## config.mk

```make
export PLATFORM = sky130hd
export DESIGN_NAME = uart_bus_master
export DESIGN_NICKNAME = d
export VERILOG_FILES = /design/src/rtl/uart_bus_master_pkg.sv /design/src/rtl/uart_bus_master_txq.sv /design/src/rtl/uart_bus_master.sv
export SDC_FILE = /design/constraint.sdc
export NUM_CORES = 1
export LEC_CHECK = 0
export BUFFER_PORTS_ARGS = -buffer_cell sky130_fd_sc_hd__clkbuf_2
export CORE_ASPECT_RATIO = 1.4
export CORE_MARGIN = 1
export CORE_UTILIZATION = 25
export CTS_CLUSTER_SIZE = 40
export DETAILED_ROUTE_END_ITERATION = 8
export GPL_TIMING_DRIVEN = 0
export PLACE_DENSITY = 0.55
export SLEW_MARGIN = 20
export SYNTH_ARGS = -nofsm -noshare
export SYNTH_HDL_FRONTEND = slang
export SYNTH_SLANG_ARGS = --single-unit
```

## constraint.sdc

```tcl
create_clock -name clk -period 5.2 [get_ports clk]
set_input_delay 0.52 -clock clk [delete_from_list [all_inputs] [get_ports clk]]
set_output_delay 0.52 -clock clk [all_outputs]
set_load 0.05 [all_outputs]
```

## src/rtl/uart_bus_master_pkg.sv

```systemverilog
// Shared types and constants for the UART-driven bus initiator.
package uart_bus_master_pkg;

    typedef enum logic [2:0] {
        S_IDLE,
        S_GET_ADDR,
        S_GET_DATA,
        S_RX_GAP,
        S_BUS_RD,
        S_BUS_WR,
        S_WR_CHK,
        S_SEND
    } state_t;

    localparam logic [7:0] CMD_RD_DEF  = 8'h52;
    localparam logic [7:0] CMD_WR_DEF  = 8'h57;
    localparam logic [7:0] RSP_ACK_DEF = 8'h06;
    localparam logic [7:0] RSP_NAK_DEF = 8'h15;

    localparam int unsigned ADDR_BYTES   = 4;
    localparam int unsigned DATA_BYTES   = 4;
    localparam int unsigned RD_RSP_BYTES = 5;
    localparam int unsigned WR_RSP_BYTES = 1;

    localparam int unsigned RSP_W = 40;
    localparam int unsigned LEN_W = 3;

endpackage

```

## src/rtl/uart_bus_master_txq.sv

```systemverilog
// Response byte queue: 40-bit shift register drained MSB-first into the UART transmitter.
module uart_bus_master_txq
    import uart_bus_master_pkg::*;
(
    input  logic             clk,
    input  logic             reset,
    input  logic             load,
    input  logic [RSP_W-1:0] data,
    input  logic [LEN_W-1:0] len,
    input  logic             tx_ready,
    output logic [7:0]       tx_data,
    output logic             tx_en,
    output logic             done
);

    logic [RSP_W-1:0] sr;
    logic [LEN_W-1:0] cnt;
    logic             guard;

    // A strobe needs queued bytes, an idle transmitter and a spent guard cycle.
    assign tx_en   = (cnt != '0) && !guard && tx_ready;
    assign tx_data = sr[RSP_W-1 -: 8];
    assign done    = (cnt == '0) && !guard;

    // Load, then shift one byte out per strobe with one guard cycle after each.
    always_ff @(posedge clk or posedge reset) begin
        if (reset) begin
            sr    <= '0;
            cnt   <= '0;
            guard <= 1'b0;
        end else if (load) begin
            sr    <= data;
            cnt   <= len;
            guard <= 1'b0;
        end else begin
            guard <= tx_en;
            if (tx_en) begin
                sr  <= {sr[RSP_W-9:0], 8'h00};
                cnt <= cnt - LEN_W'(1);
            end
        end
    end

endmodule

```

## src/rtl/uart_bus_master.sv

```systemverilog
// UART-framed single-word read/write initiator for the SoC data bus.
module uart_bus_master
    import uart_bus_master_pkg::*;
#(
    parameter int unsigned TIMEOUT_CYCLES = 1000000,
    parameter logic [7:0]  CMD_RD         = CMD_RD_DEF,
    parameter logic [7:0]  CMD_WR         = CMD_WR_DEF,
    parameter logic [7:0]  RSP_ACK        = RSP_ACK_DEF,
    parameter logic [7:0]  RSP_NAK        = RSP_NAK_DEF
) (
    input  logic        clk,
    input  logic        reset,
    input  logic [7:0]  rx_data,
    input  logic        rx_valid,
    output logic        rx_read,
    output logic [7:0]  tx_data,
    output logic        tx_en,
    input  logic        tx_ready,
    output logic        bus_read,
    output logic        bus_write,
    output logic [31:0] bus_addr,
    output logic [31:0] bus_wdata,
    input  logic [31:0] bus_rdata,
    input  logic        bus_read_acc,
    input  logic        bus_write_acc,
    output logic        busy,
    output logic        frame_err
);

    localparam int unsigned TMO_W = $clog2(TIMEOUT_CYCLES + 1);

    state_t           state, state_d;
    logic [1:0]       byte_cnt;
    logic [TMO_W-1:0] tmo_cnt;
    logic             is_wr;
    logic             in_data;
    logic             frame_err_d;
    logic             load;
    logic [RSP_W-1:0] load_data;
    logic [LEN_W-1:0] load_len;
    logic             txq_done;
    logic             last_byte;
    logic             tmo_hit;

    assign last_byte = (byte_cnt == 2'(ADDR_BYTES - 1));
    assign tmo_hit   = (tmo_cnt == TMO_W'(TIMEOUT_CYCLES - 1));
    assign bus_read  = (state == S_BUS_RD);
    assign bus_write = (state == S_BUS_WR);
    assign busy      = (state != S_IDLE);

    // State register.
    always_ff @(posedge clk or posedge reset) begin
        if (reset) state <= S_IDLE;
        else       state <= state_d;
    end

    // Next-state, byte consumption and response loading.
    always_comb begin
        state_d     = state;
        rx_read     = 1'b0;
        frame_err_d = 1'b0;
        load        = 1'b0;
        load_data   = '0;
        load_len    = '0;
        case (state)
            S_IDLE: begin
                if (rx_valid) begin
                    rx_read = 1'b1;
                    if (rx_data == CMD_RD || rx_data == CMD_WR) begin
                        state_d = S_RX_GAP;
                    end else begin
                        frame_err_d = 1'b1;
                        load        = 1'b1;
                        load_data   = {RSP_NAK, 32'h0};
                        load_len    = LEN_W'(WR_RSP_BYTES);
                        state_d     = S_SEND;
                    end
                end
            end
            S_RX_GAP: state_d = in_data ? S_GET_DATA : S_GET_ADDR;
            S_GET_ADDR, S_GET_DATA: begin
                if (rx_valid) begin
                    rx_read = 1'b1;
                    if (!last_byte)                state_d = S_RX_GAP;
                    else if (state == S_GET_DATA)  state_d = S_BUS_WR;
                    else if (is_wr)                state_d = S_RX_GAP;
                    else                           state_d = S_BUS_RD;
                end else if (tmo_hit) begin
                    frame_err_d = 1'b1;
                    state_d     = S_IDLE;
                end
            end
            S_BUS_RD: begin
                load      = 1'b1;
                load_data = bus_read_acc ? {bus_rdata, RSP_ACK} : {32'h0, RSP_NAK};
                load_len  = LEN_W'(RD_RSP_BYTES);
                state_d   = S_SEND;
            end
            S_BUS_WR: state_d = S_WR_CHK;
            S_WR_CHK: begin
                load      = 1'b1;
                load_data = {(bus_write_acc ? RSP_ACK : RSP_NAK), 32'h0};
                load_len  = LEN_W'(WR_RSP_BYTES);
                state_d   = S_SEND;
            end
            S_SEND: if (txq_done) state_d = S_IDLE;
            default: state_d = S_IDLE;
        endcase
    end

    // Frame datapath: command type, address/data shift-in, byte counter.
    always_ff @(posedge clk or posedge reset) begin
        if (reset) begin
            bus_addr  <= '0;
            bus_wdata <= '0;
            byte_cnt  <= '0;
            is_wr     <= 1'b0;
            in_data   <= 1'b0;
        end else if (rx_read) begin
            case (state)
                S_IDLE: begin
                    is_wr    <= (rx_data == CMD_WR);
                    in_data  <= 1'b0;
                    byte_cnt <= '0;
                end
                S_GET_ADDR: begin
                    bus_addr <= {bus_addr[23:0], rx_data};
                    byte_cnt <= byte_cnt + 2'(1);
                    if (last_byte) in_data <= 1'b1;
                end
                S_GET_DATA: begin
                    bus_wdata <= {bus_wdata[23:0], rx_data};
                    byte_cnt  <= byte_cnt + 2'(1);
                end
                default: ;
            endcase
        end
    end

    // Inter-byte idle counter, live only while waiting for frame bytes.
    always_ff @(posedge clk or posedge reset) begin
        if (reset) begin
            tmo_cnt <= '0;
        end else if (rx_read || !(state == S_GET_ADDR || state == S_GET_DATA)) begin
            tmo_cnt <= '0;
        end else begin
            tmo_cnt <= tmo_cnt + TMO_W'(1);
        end
    end

    // Registered frame error pulse.
    always_ff @(posedge clk or posedge reset) begin
        if (reset) frame_err <= 1'b0;
        else       frame_err <= frame_err_d;
    end

    uart_bus_master_txq u_txq (
        .clk      (clk),
        .reset    (reset),
        .load     (load),
        .data     (load_data),
        .len      (load_len),
        .tx_ready (tx_ready),
        .tx_data  (tx_data),
        .tx_en    (tx_en),
        .done     (txq_done)
    );

endmodule

```

---- After elaboration in Yosys (flattened, before gate mapping) ----
Index checks and enable logic that the tools add are counted.
word-level totals
  register bits after elaboration ......... 136
  bits of input ports ..................... 46
  logic and storage cells ................. 88
  output and inout bits ................... 78
operators by class
  muxes and demuxes ....................... 35
  add/sub/neg operators ................... 3
  equal/unequal tests ..................... 15
  reductions and logical operators ........ 24
operators with widths
  operator                                             number
  two-way mux 40 bit                                   3
  case mux 40 bit (3 select lines)                     1
  two-way mux 37 bit                                   2
  two-way mux 3 bit                                    10
  adder 20 x 1 -> 20 bit, second input constant        1
  equality test 20 bit, second input constant          1
  two-way mux 20 bit                                   1
  case mux 3 bit (6 select lines)                      1
  equality test 8 x 7 -> 1 bit, second input constant  2
  equality test 3 bit, second input constant           4
  two-way mux 1 bit                                    10
  case mux 3 bit (3 select lines)                      1
  AND reduction 2 bit                                  4
  equality test 3 x 2 -> 1 bit, second input constant  2
  zero test 3 bit                                      2
  inequality test 2 bit, second input constant         3
  case mux 1 bit (2 select lines)                      3
  AND reduction 3 bit                                  2
  nonzero test 2 bit                                   3
  nonzero test 3 bit                                   2
  two-way mux 5 bit                                    1
  case mux 2 bit (2 select lines)                      1
  OR reduction 2 bit                                   2
  equality test 3 x 1 -> 1 bit, second input constant  1
  9 further kinds                                      14

---- Logic depth before layout (Yosys ltp) ----
Gate-level depths: netlist of run 1.
  depth after elaboration ................. 6
  depth in mapped cells ................... 9
  mapped depth without buffers ............ 7

---- By module ----
Synthesis of run 1 repeated with hierarchy kept, for this count alone.
unflattened totals
  cells, all modules ...................... 579
  area total of the unflattened synthesis .. 6,497.5 um^2
by module, submodules not included
  module               area an instance (um^2)  cells an instance  sequential area each (um^2)  times used
  uart_bus_master      4,187.8                  355                2,302.2                      1
  uart_bus_master_txq  2,309.7                  224                1,101.1                      1

---- Worst setup path before layout of run 1 ----
OpenSTA, ideal clock, no wires.
  kind .................................... register to register
  start ................................... reg state[0]
  end ..................................... reg u_txq.sr[12]
  setup slack ............................. 3.040 ns
  clock period less this slack ............ 2.160 ns
  arrival time ............................ 2.073 ns
  path buffers ............................ 2
  data required time ...................... 5.113 ns
  cell stages (with the launch flop) ...... 7
  setup time .............................. 0.087 ns
  cells stage by stage .................... dfrtp_1 nor3b_2 and2_0 clkbuf_1 buf_1 a21oi_1 a22oi_1
on the way
  cells in the longest elaborated chain, start to end .. 4
  elaborated cells on any way between the ends .. 8
  classes of those cells .................. eq/ne: 2; mux: 3; reduce/logical: 3
ends and longest elaborated chain
  what                                                      RTL line                   RTL
  from (decl)                                               uart_bus_master.sv:32      state_t state, state_d;
  from (signal assigned)                                    uart_bus_master.sv:54      else state <= state_d;
  equality test 3 bit *                                     n/a
  via bus_read                                              uart_bus_master.sv:19      output logic bus_read,
  OR reduction 2 bit (no line)                              n/a
  case mux 1 bit (2 select lines)                           uart_bus_master.sv:65      case (state)
  two-way mux 40 bit or nonzero test 2 bit (tied branches)  n/a
  to (signal assigned)                                      uart_bus_master_txq.sv:32  sr <= data;
  to (signal assigned)                                      uart_bus_master_txq.sv:38  sr <= {sr[RSP_W-9:0], 8'h00};
  to (decl)                                                 uart_bus_master_txq.sv:16  logic [RSP_W-1:0] sr;
The timed path passes the listed nets; every way through them passes the cells marked *.
A chain may end at the register's enable or synchronous reset.

---- Final worst setup path of run 1 ----
  start ................................... reg state[1]
  end ..................................... out bus_write
on the way
  cells in the longest elaborated chain, start to end .. 1
ends and longest elaborated chain
  what                 RTL line               RTL
  equality test 3 bit  uart_bus_master.sv:48  assign bus_write = (state == S_BUS_WR);
  to (decl)            uart_bus_master.sv:20  output logic bus_write,
Every way passes these cells.

==> results_dict.tcl, run 1 <==
set metrics [dict create \
    cts_repair_resize_count 0 \
    clockBufferDepth 2 \
    ctsRootBufferMaster "sky130_fd_sc_hd__clkbuf_16" \
    final_worst_path_cycle_share_pct 50.8 \
    drt_pre_antenna_iters 4 \
    critical_path_class "flip-flop to output port" \
    synth-adder-area-share_pct 0.880 \
    vdd_ir_drop_max_mv 0.438 \
    synthXorXnorAreaFrac_pct 2.93 \
    p_leak_nw 3.44 \
    post-cts-setup-buffers 0 \
    first_iter_violations 165 \
    routed_wirelength_um 13600 \
    powerDensity_nw_per_um2 724 \
    num-nets-final 668 \
    postCtsHoldBufs 0 \
    route.antenna.remaining_nets 0 \
    drive_gt1_share_pct 39.5 \
    syn_inst 475 \
    fp.dieH_um 180 \
    synth_flop_cell "sky130_fd_sc_hd__dfrtp_1" \
    finalMaxSlewViolations 0 \
    timing.reg2reg.worst_path_depth 6 \
    numCtsBuffers 17 \
    grt_start_max_net_pins 69 \
    maxSlewHeadroom_pct 54.7 \
    worst-endpoint-required_ns 4.68 \
    dpl.hpwl_um 9820 \
    antenna_violations_before_repair 0 \
    unrepaired_setup_endpoints_after_global_routing "no" \
    netlist.top_cell.by_area "sky130_fd_sc_hd__dfrtp_1" \
    synth_edf_count 0 \
    initial_core_util_pct 25.7 \
    ys_ff_latch 131 \
    area_growth_syn_to_layout_pct 29.9 \
    maxCapViolations 0 \
    clkTransAtPathRegs_ns 0.06 \
    overall_fraction_of_global_route_tracks_in_use_pct 12.5 \
    remaining_drc_errors 0 \
    global_route.overflow_total 0 \
    hold_viol_final 0 \
    floorplan.die.width_um 129 \
    htree_num_levels 4 \
    floorplan_core_area_um2 22100 \
    netlist.area_leader.share_pct 57.6 \
    total_power_w 0.00535 \
    place_congestion 0.760 \
    min_period_ns 2.64 \
    synth_sequential_area_ratio_pct 57.6 \
    min-delay-path-class "input pin to asynchronous set/reset pin" \
    synth.top_cells.by_area "sky130_fd_sc_hd__dfrtp_1 (58%), sky130_fd_sc_hd__mux2_2 (12%), sky130_fd_sc_hd__a22oi_1 (3.3%)" \
    cp_data_arrival_time_ns 2.12 \
    avgRoutedWirePerCell_um 14.6 \
    simple_logic_cell_fraction_of_the_synthesized_area_pct 9.41 \
    critical_path.endpoint_type "output port" \
    syn_nets 525 \
    viasPerCell 4.40 \
    start_kind "flip-flop" \
    tritoncts "built" \
    worst_pin_slew_ns 0.679 \
    setup-violations-final 0 \
    antenna-diode-count 0 \
    r2r_setup_slack_ns 3.09 \
    yosysWarningCount 0 \
    startpoint "state[1]" \
    fillCellCount 2256 \
    regToRegStartpoint "state[2]" \
    wire_length_of_the_first_global_routing_pass_um 22400 \
    cts.sink_count 131 \
    main_combinational_cell_family_by_area_after_synthesis "multiplexers" \
    syn_area_per_cell_um2 12.0 \
    worst_r2r_endpoint "u_txq.sr[25]" \
    postSynth.asyncResetShare_pct 100 \
    core_rows 64 \
    outcome "complete, no violations" \
    fin_skew_ns 0.00962 \
    fraction_of_the_mapped_netlist_area_in_compound_gates_pct 10.7 \
    hold_slack_ns 0.146 \
    design.die.area_um2 23400 \
    boundaryPins 124 \
    layout.core_utilization_pct 33.4 \
    number_of_port_buffers 123 \
    first_global_vias 4226 \
    routed-via-count 4081 \
    synth_cell_type_count 50 \
    synthesis.area_um2 5690 \
    synth.mux.area_fraction_pct 13.3 \
    crit_path_max_fanout 10 \
    clk-insertion-delay-late_ns 0.42 \
    achievable-frequency_mhz 378 \
]
state kept, by name, summed over array words and instances (netlist names):
| signal | cells |
|---|---|
| u_txq.cnt | 3 |
| is_wr | 1 |
| bus_addr | 32 |
| tmo_cnt | 20 |
| frame_err | 1 |
| u_txq.sr | 35 |
| in_data | 1 |
| u_txq.guard | 1 |
| byte_cnt | 2 |
| bus_wdata | 32 |
| state | 3 |
Yosys cell counts (2+ instances only):
library cell               count
sky130_fd_sc_hd__a22o_1        4
sky130_fd_sc_hd__dfrtp_1     131
sky130_fd_sc_hd__mux2_1        4
sky130_fd_sc_hd__nand4_1       7
sky130_fd_sc_hd__nand2b_1      7
sky130_fd_sc_hd__nor2b_1       2
sky130_fd_sc_hd__a21o_1        4
sky130_fd_sc_hd__nor4_1        2
sky130_fd_sc_hd__a21oi_1      10
sky130_fd_sc_hd__a22oi_1      25
sky130_fd_sc_hd__and4_1        3
sky130_fd_sc_hd__buf_2        10
sky130_fd_sc_hd__inv_1        31
sky130_fd_sc_hd__nand2_1      19
sky130_fd_sc_hd__ha_1          4
sky130_fd_sc_hd__a31oi_1       2
sky130_fd_sc_hd__and3_1        3
sky130_fd_sc_hd__nor3_1        2
sky130_fd_sc_hd__mux2_2       63
sky130_fd_sc_hd__or3_1         3
sky130_fd_sc_hd__a221o_1       4
sky130_fd_sc_hd__clkbuf_1      9
sky130_fd_sc_hd__buf_4         8
sky130_fd_sc_hd__buf_1         3
sky130_fd_sc_hd__nand3_1       9
sky130_fd_sc_hd__buf_6         2
sky130_fd_sc_hd__nor3b_1       2
sky130_fd_sc_hd__xor2_1       14
sky130_fd_sc_hd__nor2_1       33
sky130_fd_sc_hd__o21ai_0      31
sky130_fd_sc_hd__xnor2_1       5
layout make-up:
cell class | instances | area (um^2) | area share (%)
buffer | 32 | 178 | 2.40
clock buffer | 17 | 425 | 5.76
clock inverter | 15 | 254 | 3.44
multi-input combinational | 280 | 2110 | 28.6
timing repair buffer | 124 | 643 | 8.70
inverter | 32 | 128 | 1.73
tap | 297 | 372 | 5.03
sequential | 131 | 3280 | 44.4
cells in the final DEF, fill, tap and decap left out, drive strengths merged, types with 3 or more instances in the layout:
cell type / synthesis / final
a21oi: 11 / 11
a22o: 4 / 4
bufinv: 0 / 6
and3: 3 / 3
mux2: 67 / 67
nand2b: 7 / 7
buf: 23 / 24
a21o: 4 / 4
xnor2: 5 / 5
inv: 32 / 34
a221o: 4 / 4
nand2: 20 / 20
o21ai: 31 / 31
nor2: 33 / 33
a22oi: 25 / 25
a31oi: 3 / 3
ha: 4 / 4
and4: 3 / 3
or3: 3 / 3
nand4: 7 / 7
nor3b: 3 / 3
clkinv: 0 / 6
xor2: 14 / 14
clkbuf: 9 / 149
nand3: 9 / 9
nor4: 3 / 3
dfrtp: 131 / 131
cell families (layout without fill, tap and decap cells):
kind of cell,count (synthesis),in the layout
simple gates,100,100
flops,131,131
fa+ha+maj,4,4
xor+xnor,19,19
compound gates,90,90
mux,67,67
buf+inv,64,220
metal layers:
metal,global-route usage [%],vias to the layer above,wire (um)
met4,5.02,0,219
li1,-,1954,-
met1,15.4,2005,5960
met3,3.74,17,774
met2,20.3,105,6620
met5,0,-,0
worst max-delay path, cell delays in order (launching register included):
cell	delay [ns]
sky130_fd_sc_hd__dfrtp_1	0.44
sky130_fd_sc_hd__clkbuf_1	0.43
sky130_fd_sc_hd__clkbuf_1	0.40
sky130_fd_sc_hd__nor2_1	0.16
sky130_fd_sc_hd__clkbuf_2	0.27
how the worst max path moves through the flow:
| stage | end | slack [ns] |
|---|---|---|
| global route | bus_write | 2.36 |
| finish | bus_write | 2.56 |
| global placement | bus_wdata[19] | -0.66 |
| CTS | bus_write | 2.49 |
| floorplan | bus_addr[0] | 1.18 |
| detailed placement | u_txq.sr[25] | 2.90 |
report_power, final:
part | switching [W] | internal, W
Sequential | 0.000260 | 0.00141
Clock | 0.000469 | 0.000905
Combinational | 0.00161 | 0.000707
Total | 0.00234 | 0.00302
stage by stage:
| step | worst slack, ns | TNS [ns] | cell area [um^2] | std cells |
|---|---|---|---|---|
| detailed placement | 2.90 | 0 | 6710 | 896 |
| global placement | -0.656 | -84.42 | 6680 | 895 |
| finish | 2.56 | 0 | 7390 | 928 |
| CTS | 2.49 | 0 | 7390 | 928 |
| floorplan | 1.18 | 0 | 5690 | 475 |
| global route | 2.36 | 0 | 7390 | 928 |
Note: power is estimated with default switching activity, not from simulation.
==> run 2, diff against run 1 <==
- PLACE_DENSITY: 0.55 -> 0.56
- clock period: 5.2 -> 2.1 ns (I/O delays scaled with it)
==> run 2 against run 1 <==
- register-to-register slack got worse by 3.0 ns
- global-route usage up 0.15 points
- cell area up 1.7%
- setup slack got worse by 2.5 ns
- via count grew 1.4%
- critical endpoint is now u_txq.sr[36]
- largest cell class unchanged
- highest routed layer unchanged
==> results_dict.tcl, run 2 (synthesis results as in run 1) <==
set metrics [dict create \
    outcome "complete, no violations" \
    unrepaired_setup_endpoints_after_global_routing "yes" \
    routed-via-count 4139 \
    register_name_with_the_most_flops "u_txq.sr" \
    hold_slack_ns 0.0176 \
    floorplan_core_area_um2 22100 \
    design.die.area_um2 23400 \
    power.internal_w 0.00730 \
    route.antenna.remaining_nets 0 \
    antenna-diode-count 0 \
    first_iter_violations 178 \
    achievable-frequency_mhz 493 \
    final_worst_path_cycle_share_pct 96.6 \
    crit_path_max_fanout 6 \
    htree_num_levels 4 \
    floorplan.die.width_um 129 \
    detail_route.wirelength.met1_um 5610 \
    met3_length_um 963 \
    core_rows 64 \
    fp.dieH_um 180 \
    setup-violations-final 0 \
    cp_data_arrival_time_ns 2.34 \
    area_growth_syn_to_layout_pct 32.1 \
    powerDensity_nw_per_um2 1750 \
    initial_core_util_pct 25.7 \
    p_seq_share_pct 31.5 \
    share_comb_of_total_power_pct 44.8 \
    global_route.overflow_total 0 \
    total_power_w 0.0132 \
    hold_viol_final 0 \
    drive_gt1_share_pct 42.3 \
    maxSlewHeadroom_pct 56.4 \
    drt_pre_antenna_iters 4 \
    boundaryPins 124 \
    worst-endpoint-required_ns 2.41 \
    crit_path_cell_trace "or4b_4, a31oi_4, a21oi_4, nand2_4, inv_2, a221o_1" \
    remaining_drc_errors 0 \
    biggestRegsByFlops "u_txq.sr (35), bus_addr (32), bus_wdata (32)" \
    slowest_delay_ns 0.59 \
    share_clk_of_total_power_pct 23.7 \
    clk-insertion-delay-late_ns 0.43 \
    power_switching_w 0.00587 \
    most_common_cell_after_layout_fill_and_taps_aside "sky130_fd_sc_hd__dfrtp_1" \
    dr.max_layer_used "met4" \
    first_global_vias 4197 \
    numCtsBuffers 17 \
    cts.sink_count 131 \
    grt_start_max_net_pins 33 \
    viasPerCell 4.42 \
    avgRoutedWirePerCell_um 14.6 \
    layout.cells.most_common_list "sky130_fd_sc_hd__dfrtp_1 (129), sky130_fd_sc_hd__clkbuf_2 (124), sky130_fd_sc_hd__mux2_2 (63)" \
    vdd_ir_drop_max_mv 1.13 \
    place_congestion 0.758 \
    min_period_ns 2.03 \
    clkTransAtPathRegs_ns 0.06 \
    finalMaxSlewViolations 0 \
    critical_path.endpoint_type "flip-flop" \
    p_leak_nw 3.49 \
    overall_fraction_of_global_route_tracks_in_use_pct 12.7 \
    critical_path_class "flip-flop to flip-flop" \
    fillCellCount 2305 \
    min-delay-path-class "input pin to flip-flop" \
    ctsRootBufferMaster "sky130_fd_sc_hd__clkbuf_16" \
    fin_skew_ns 0.0186 \
    start_kind "flip-flop" \
    timing.critical_path.slowest_stage_cell "sky130_fd_sc_hd__or4b_4" \
    number_of_port_buffers 123 \
    p_sw_share_pct 44.6 \
    worst_pin_slew_ns 0.653 \
    antenna_violations_before_repair 0 \
    routed_wirelength_um 13700 \
    tritoncts "built" \
    dpl.hpwl_um 10100 \
    met2WireLength_um 6910 \
    maxCapViolations 0 \
    num-nets-final 677 \
    wire_length_of_the_first_global_routing_pass_um 22400 \
    largest_register_ffs 35 \
    clockBufferDepth 2 \
]
==> run 2: worst paths after layout <==
check                              from            to  slack, ns  depth (start not counted)
max in group asynchronous         reset      state[2]       0.89                          5
hold reg to reg              tmo_cnt[0]    tmo_cnt[0]       0.47                          1
min in group asynchronous         reset  bus_addr[30]       0.39                          3
setup reg to reg               state[0]  u_txq.sr[36]       0.07                          6
setup / recovery               state[0]  u_txq.sr[36]       0.07                          6
hold / removal             bus_rdata[3]  u_txq.sr[11]       0.02                          2
==> run 2: cell type report <==
type                       instances  area [um^2]  share of cell area (%)
multi-input combinational        280         2160                    28.8
buffer                            32          196                    2.61
sequential                       131         3280                    43.7
clock buffer                      19          453                    6.03
timing repair buffer             133          754                    10.0
clock inverter                    13          171                    2.28
tap                              297          372                    4.95
inverter                          32          124                    1.65
==> run 2: power by group through the flow <==
stage          Sequential (W)  Clock (W)  Combinational [W]
2_1_floorplan         0.00609          0            0.00246
5_1_grt               0.00429    0.00332            0.00631
4_1_cts               0.00417    0.00322            0.00586
6_report              0.00415    0.00313            0.00589
3_3_place_gp          0.00417          0            0.00578
3_5_place_dp          0.00420          0            0.00583
==> run 2: worst max-delay path, delay by kind of cell, from the launching register on <==
kind            cells  cell delay [ns]
buf+inv             1             0.07
simple gates        2             0.70
flops               1             0.44
compound gates      3             0.70
==> run 2: per-layer routing <==
| layer | vias to the layer above | global-route usage (%) |
|---|---|---|
| li1 | 1972 | - |
| met4 | 0 | 5.26 |
| met1 | 2036 | 14.6 |
| met2 | 115 | 21.1 |
| met5 | - | 0 |
| met3 | 16 | 4.48 |
==> run 2: timing repair <==
| action | in CTS | in global routing |
|---|---|---|
| hold buffers | 1 | 0 |
| hold endpoints to repair | 23 | 0 |
| setup endpoints to repair | 47 | 72 |
| gates resized for setup | 7 | 25 |
| pin swaps | 0 | 2 |
| setup buffers | 0 | 5 |
==> run 2: metrics by stage <==
step	instance area, um^2	setup WS (ns)	util (%)	std cells	TNS [ns]
after floorplan	5700	0.0433	-	475	0
after global placement	6690	-0.725	30.3	895	-94.65
after detailed placement	6770	-0.0330	30.6	899	-0.498
after CTS	7420	-0.0228	33.6	932	-0.285
after global routing	7510	-0.0129	34.0	937	-0.0337
final	7510	0.0714	34.0	937	0
